$ cat src/rtl/usb_tx_pkg.sv
// Shared types and constants for the USB transmit scheduler.
package usb_tx_pkg;

  typedef enum logic [2:0] {IDLE, LOAD, LDONE, ISSUE, WAIT_TX, GAP} state_t;

  typedef enum logic [1:0] {PK_ACK, PK_NAK, PK_DATA} pkt_kind_t;

  localparam int MAX_LEN_DEFAULT = 64;
  localparam int CLKS_PER_BIT    = 8;
  localparam int WD_WIDTH        = 14;

  function automatic logic [6:0] clamp_len(input logic [6:0] len, input logic [6:0] max_len);
    return (len > max_len) ? max_len : len;
  endfunction

endpackage

$ cat src/rtl/tx_watchdog.sv
// Clearable up-counter with enable; tc is high while enabled and the count equals limit.
module tx_watchdog #(
  parameter int WIDTH = 14
) (
  input  logic             clk,
  input  logic             n_rst,
  input  logic             clear,
  input  logic             enable,
  input  logic [WIDTH-1:0] limit,
  output logic             tc
);

  logic [WIDTH-1:0] count;

  // Holds at the limit so a late state change never wraps the count.
  always_ff @(posedge clk or negedge n_rst) begin
    if (!n_rst) begin
      count <= '0;
    end else if (clear) begin
      count <= '0;
    end else if (enable && !tc) begin
      count <= count + WIDTH'(1);
    end
  end

  assign tc = enable && (count == limit);

endmodule

$ cat src/rtl/usb_tx_scheduler.sv
// Sequences ACK/NAK/DATA packets into usb_transmitter: buffer load, start strobe,
// completion wait, inter-packet gap and a stall watchdog.
module usb_tx_scheduler
  import usb_tx_pkg::*;
#(
  parameter int MAX_LEN        = MAX_LEN_DEFAULT,
  parameter int TIMEOUT_CYCLES = 12000,
  parameter int IPG_CYCLES     = 2 * CLKS_PER_BIT
) (
  input  logic       clk,
  input  logic       n_rst,
  input  logic       req_ack,
  input  logic       req_nack,
  input  logic       req_data,
  input  logic [6:0] data_len,
  input  logic [7:0] fifo_rdata,
  input  logic       fifo_empty,
  output logic       fifo_rd,
  input  logic       tx_done,
  output logic       tx_ena,
  output logic       send_data,
  output logic       tx_ack,
  output logic       tx_nack,
  output logic [7:0] buffer_data,
  output logic       write_enable,
  output logic       write_done,
  output logic       busy,
  output logic       sent,
  output logic       err_timeout
);

  localparam logic [6:0]          MAX_LEN_L = 7'(MAX_LEN);
  localparam logic [WD_WIDTH-1:0] WD_LIMIT  = WD_WIDTH'(TIMEOUT_CYCLES);
  localparam logic [WD_WIDTH-1:0] IPG_LIMIT = WD_WIDTH'(IPG_CYCLES - 1);

  state_t    state, state_next;
  pkt_kind_t kind, kind_next;
  logic      pend_ack, pend_nack, pend_data;
  logic [6:0] pend_len, byte_cnt, load_len;
  logic      take_ack, take_nack, take_data, pop;
  logic      wd_tc, ipg_tc;

  assign load_len = clamp_len(pend_len, MAX_LEN_L);

  always_ff @(posedge clk or negedge n_rst) begin
    if (!n_rst) state <= IDLE;
    else        state <= state_next;
  end

  // The first DATA byte is popped in the dispatching IDLE cycle so the load
  // starts as early as possible.
  always_comb begin
    state_next = state;
    kind_next  = kind;
    take_ack   = 1'b0;
    take_nack  = 1'b0;
    take_data  = 1'b0;
    pop        = 1'b0;
    case (state)
      IDLE: begin
        if (pend_ack) begin
          take_ack   = 1'b1;
          kind_next  = PK_ACK;
          state_next = ISSUE;
        end else if (pend_nack) begin
          take_nack  = 1'b1;
          kind_next  = PK_NAK;
          state_next = ISSUE;
        end else if (pend_data) begin
          take_data = 1'b1;
          kind_next = PK_DATA;
          if (load_len == 7'd0) begin
            state_next = LDONE;
          end else begin
            pop        = !fifo_empty;
            state_next = (pop && load_len == 7'd1) ? LDONE : LOAD;
          end
        end
      end
      LOAD: begin
        if (wd_tc) begin
          state_next = GAP;
        end else if (!fifo_empty) begin
          pop = 1'b1;
          if (byte_cnt == 7'd1) state_next = LDONE;
        end
      end
      LDONE:   if (!write_enable) state_next = ISSUE;
      ISSUE:   state_next = WAIT_TX;
      WAIT_TX: if (tx_done || wd_tc) state_next = GAP;
      GAP:     if (ipg_tc) state_next = IDLE;
      default: state_next = IDLE;
    endcase
  end

  // A new request in the same cycle as a dispatch re-arms the flag.
  always_ff @(posedge clk or negedge n_rst) begin
    if (!n_rst) begin
      pend_ack     <= 1'b0;
      pend_nack    <= 1'b0;
      pend_data    <= 1'b0;
      pend_len     <= '0;
      byte_cnt     <= '0;
      kind         <= PK_ACK;
      buffer_data  <= '0;
      write_enable <= 1'b0;
      write_done   <= 1'b0;
      tx_ena       <= 1'b0;
      send_data    <= 1'b0;
      tx_ack       <= 1'b0;
      tx_nack      <= 1'b0;
    end else begin
      pend_ack  <= req_ack  || (pend_ack  && !take_ack);
      pend_nack <= req_nack || (pend_nack && !(take_ack || take_nack));
      pend_data <= req_data || (pend_data && !take_data);
      if (req_data && (!pend_data || take_data)) pend_len <= data_len;
      kind <= kind_next;
      if (take_data)  byte_cnt <= load_len - {6'd0, pop};
      else if (pop)   byte_cnt <= byte_cnt - 7'd1;
      write_enable <= pop;
      if (pop) buffer_data <= fifo_rdata;
      write_done <= (state_next == LDONE) && !pop;
      tx_ena     <= (state_next == ISSUE);
      send_data  <= (state_next == ISSUE) && (kind_next == PK_DATA);
      tx_ack     <= (state_next == ISSUE) && (kind_next == PK_ACK);
      tx_nack    <= (state_next == ISSUE) && (kind_next == PK_NAK);
    end
  end

  tx_watchdog #(.WIDTH(WD_WIDTH)) u_watchdog (
    .clk    (clk),
    .n_rst  (n_rst),
    .clear  ((state_next == LOAD || state_next == WAIT_TX) && state_next != state),
    .enable (state == LOAD || state == WAIT_TX),
    .limit  (WD_LIMIT),
    .tc     (wd_tc)
  );

  tx_watchdog #(.WIDTH(WD_WIDTH)) u_ipg (
    .clk    (clk),
    .n_rst  (n_rst),
    .clear  (state_next == GAP && state != GAP),
    .enable (state == GAP),
    .limit  (IPG_LIMIT),
    .tc     (ipg_tc)
  );

  assign fifo_rd     = pop;
  assign busy        = (state != IDLE);
  assign sent        = (state == WAIT_TX) && tx_done;
  assign err_timeout = wd_tc && !sent;

endmodule

$ cat config.mk
export PLATFORM = sky130hd
export DESIGN_NAME = usb_tx_scheduler
export DESIGN_NICKNAME = d
export VERILOG_FILES = /design/src/rtl/usb_tx_pkg.sv /design/src/rtl/tx_watchdog.sv /design/src/rtl/usb_tx_scheduler.sv
export SDC_FILE = /design/constraint.sdc
export NUM_CORES = 1
export LEC_CHECK = 0
export BUFFER_PORTS_ARGS = -buffer_cell sky130_fd_sc_hd__buf_2
export CAP_MARGIN = 20
export CORE_MARGIN = 3
export CORE_UTILIZATION = 40
export DETAILED_ROUTE_END_ITERATION = 8
export SLEW_MARGIN = 10
export SYNTH_ARGS = -nofsm -noshare
export SYNTH_HDL_FRONTEND = slang
export SYNTH_SLANG_ARGS = --single-unit
$ cat constraint.sdc
create_clock -name clk -period 3.3 [get_ports clk]
set_input_delay 0.495 -clock clk [delete_from_list [all_inputs] [get_ports clk]]
set_output_delay 0.495 -clock clk [all_outputs]
set_load 0.03 [all_outputs]
==> flow_summary_export.csv <==
group,metric,value,unit
setup_path,path_class,"reg -> out",
setup_path,arrival,2.42,ns
worst_hold_path,min-delay-path-class,"in -> async",
synthesis,ys_warn_count,0,
synthesis,async_reset_ff_share,100,%
floorplanning,die_w,99.1,um
sta,slew_violations,0,
power_and_ir_drop,p_leak,1.77,nW
detailed_routing,drt-wirelength-per-cell,14.0,um
synthesis,synth-edff-count,0,
synthesis,syn_area,3460,um^2
sta,fin_worst_hold_slack,0.149,ns
placement,portBuffers,39,
cts,post_cts_buffers,0,
final_layout,layoutNonFillerInstCount,477,
final_layout,drive_gt1_share,25.8,%
placement,placed_cells,461,
floorplanning,initial_core_util,41.7,%
floorplanning,pin_count,40,
sta,fin_setup_tns,0,ns
power_and_ir_drop,ir_worst_vdd,463,uV
cts,cts_tree,"built",
placement,place_ws,0.610,ns
synthesis,synth.distinct_cells,61,
sta,worstMarginPinSlew,0.645,ns
detailed_routing,via_count,2510,
cts,cts_resized,0,
final_layout,antenna_cells,0,
cts,cts_hold_buffers,0,
synthesis,synth-xor-area-share,8.09,%
setup_path,required,2.80,ns
final_layout,design.final.nets,396,
synthesis,synth_top_family_by_area,"simple AND/OR/NAND/NOR gates",
synthesis,synth_cells,324,
sta,hold_viol,0,
synthesis,synth-seq-cells,64,
detailed_routing,route.met2.wl,3.10,mm
cts,cts_buffer_depth,2,
synthesis,synth.area.mux_share,6.10,%
detailed_routing,first_iter_violations,60,
cts,clk_latency,0.35,ns
synthesis,synthAdderAreaFrac,2.53,%
final_layout,final_cell_mix,"dfrtp_1 (64), buf_2 (39), nor2_1 (26)",
detailed_routing,vias_per_cell,5.26,
floorplanning,row_count,33,
synthesis,syn_avg_cell_area,10.7,um^2
synthesis,synth-simple-area-share,20.8,%
cts,clk_pin_slew,0.08,ns
cts,cts_buffers,9,
global_route,track_usage,14.8,%
setup_path,ff2ff_path_depth,10,
floorplanning,dieArea,9810,um^2
synthesis,ys.flop_type,"dfrtp_1",
detailed_routing,finalWirelength,6.66,mm
detailed_routing,drcViolationCount,0,
synthesis,synth_compound_area_share,12.5,%
power_and_ir_drop,p_per_area,874,nW/um^2
sta,clock.fmax,343,MHz
final_layout,layout_commonest_cell,"dfrtp_1",
synthesis,ys_seq_area_share,46.2,%
sta,fin_skew,0.00989,ns
final_layout,area_delta_synth_final,14.5,%
detailed_routing,top_layer,"met4",
cts,cts-root-buf,"clkbuf_8",
sta,setup_viol,0,
global_route,antenna_found_initial,0,
sta,relSlewSlack,57.0,%
global_route,grt_pass1_vias,2491,
detailed_routing,first_pass_iters,4,
job,cap_violations,0,
placement,hpwl,4.89,mm
cts,cts_max_level,3,
sta,rsz0062_at_grt,"no",
sta,fin_crit_sh,88.4,%
detailed_routing,wl_met3,307,um
floorplanning,die_y,99.1,um
detailed_routing,wl_met1,3.17,mm
placement,place.gp.congestion,0.803,
setup_path,path_max_fanout,13,
cts,cts_num_sinks,64,
synthesis,syn-num-nets,353,
setup_path,end_kind,"primary output",
sta,worst_slack,0.383,ns
global_route,grt_pass1_wl,11.7,mm
sta,fin_crit,2.92,ns
detailed_routing,ant_nets,0,
outcome,status,"finished clean",
global_route,gr-total-overflow,0,
setup_path,cp-start-kind,"flip-flop",
floorplanning,core_area,8300,um^2
global_route,grt_max_degree,39,
-- registers in the layout, indices dropped and copies added, names as in the netlist, 2 cells and up --
name              count
u_ipg.count          14
u_watchdog.count     14
buffer_data           8
byte_cnt              7
pend_len              7
state                 3
kind                  2
-- routing by layer --
layer  GRT usage, %  up-vias
met5              0        -
met4           5.36        0
met3           4.18        8
met2           23.1       49
met1           19.6     1208
li1               -     1245
-- Yosys cell counts, drive strengths merged (2+ instances only) --
cell type / n / share of area [%]
mux2i: 2 / 0.58
o31ai: 2 / 0.43
mux2: 15 / 5.5
a21o: 5 / 1.1
and2: 2 / 0.40
nor3b: 3 / 0.65
o211ai: 2 / 0.43
nor3: 9 / 1.8
nor4: 5 / 1.3
a2111oi: 2 / 1.6
xor2: 18 / 4.6
ha: 7 / 2.5
o21ai: 14 / 2.2
nand4: 9 / 1.6
nor4b: 4 / 1.9
a21oi: 25 / 3.8
inv: 11 / 1.2
dfrtp: 64 / 46
and3: 10 / 1.8
nand2b: 6 / 1.1
nand2: 15 / 1.8
buf: 11 / 2.5
and4: 2 / 0.51
nor2: 26 / 2.8
xnor2: 14 / 3.5
nand3: 18 / 2.6
a211oi: 2 / 0.43
-- report_power, final --
part	switching [W]	internal (W)	total [W]
registers	0.000291	0.00103	0.00132
logic	0.000794	0.000595	0.00139
clock network	0.000329	0.000433	0.000761
-- worst max-delay path: stages (launching register included) --
cell and delay (ns):
dfrtp_1 0.55, nor3_4 0.33, and3_1 0.40, o21ai_1 0.14, a21oi_2 0.17, buf_4 0.24
buf_2 0.23
-- kinds of logic after synthesis --
family          count (synthesis)
simple gates                  119
flops                          64
compound gates                 62
xor+xnor                       32
buf+inv                        23
mux                            17
fa+ha+maj                       7
-- final timing paths --
path / start / end / slack, ns
hold reg to reg: pend_ack$_DFF_PN0_ / pend_ack$_DFF_PN0_ / 0.50
setup / recovery: state[1]$_DFF_PN0_ / fifo_rd / 0.38
min in group clk: req_ack / pend_ack$_DFF_PN0_ / 0.32
max in group asynchronous: n_rst / byte_cnt[2]$_DFFE_PN0P_ / 2.25
setup reg to reg: state[1]$_DFF_PN0_ / byte_cnt[4]$_DFFE_PN0P_ / 0.57
hold / removal: n_rst / u_ipg.count[13]$_DFFE_PN0P_ / 0.15
-- stage by stage --
step	area (um^2)	total power, W	util (%)
global placement	3740	0.00271	45.1
floorplan	3460	0.00240	-
finish	3970	0.00347	47.8
CTS	3970	0.00351	47.8
detailed placement	3740	0.00273	45.1
global route	3970	0.00372	47.8
-- cell type report --
class | instances | area [um^2]
repair buffers | 44 | 233
well taps | 105 | 131
flip-flops and latches | 64 | 1600
fillers | 786 | 4330
clock inverters | 7 | 103
inverters | 11 | 41.3
multi-input cells | 237 | 1730
clock buffers | 9 | 124
Note: power is estimated with default switching activity, not from simulation.
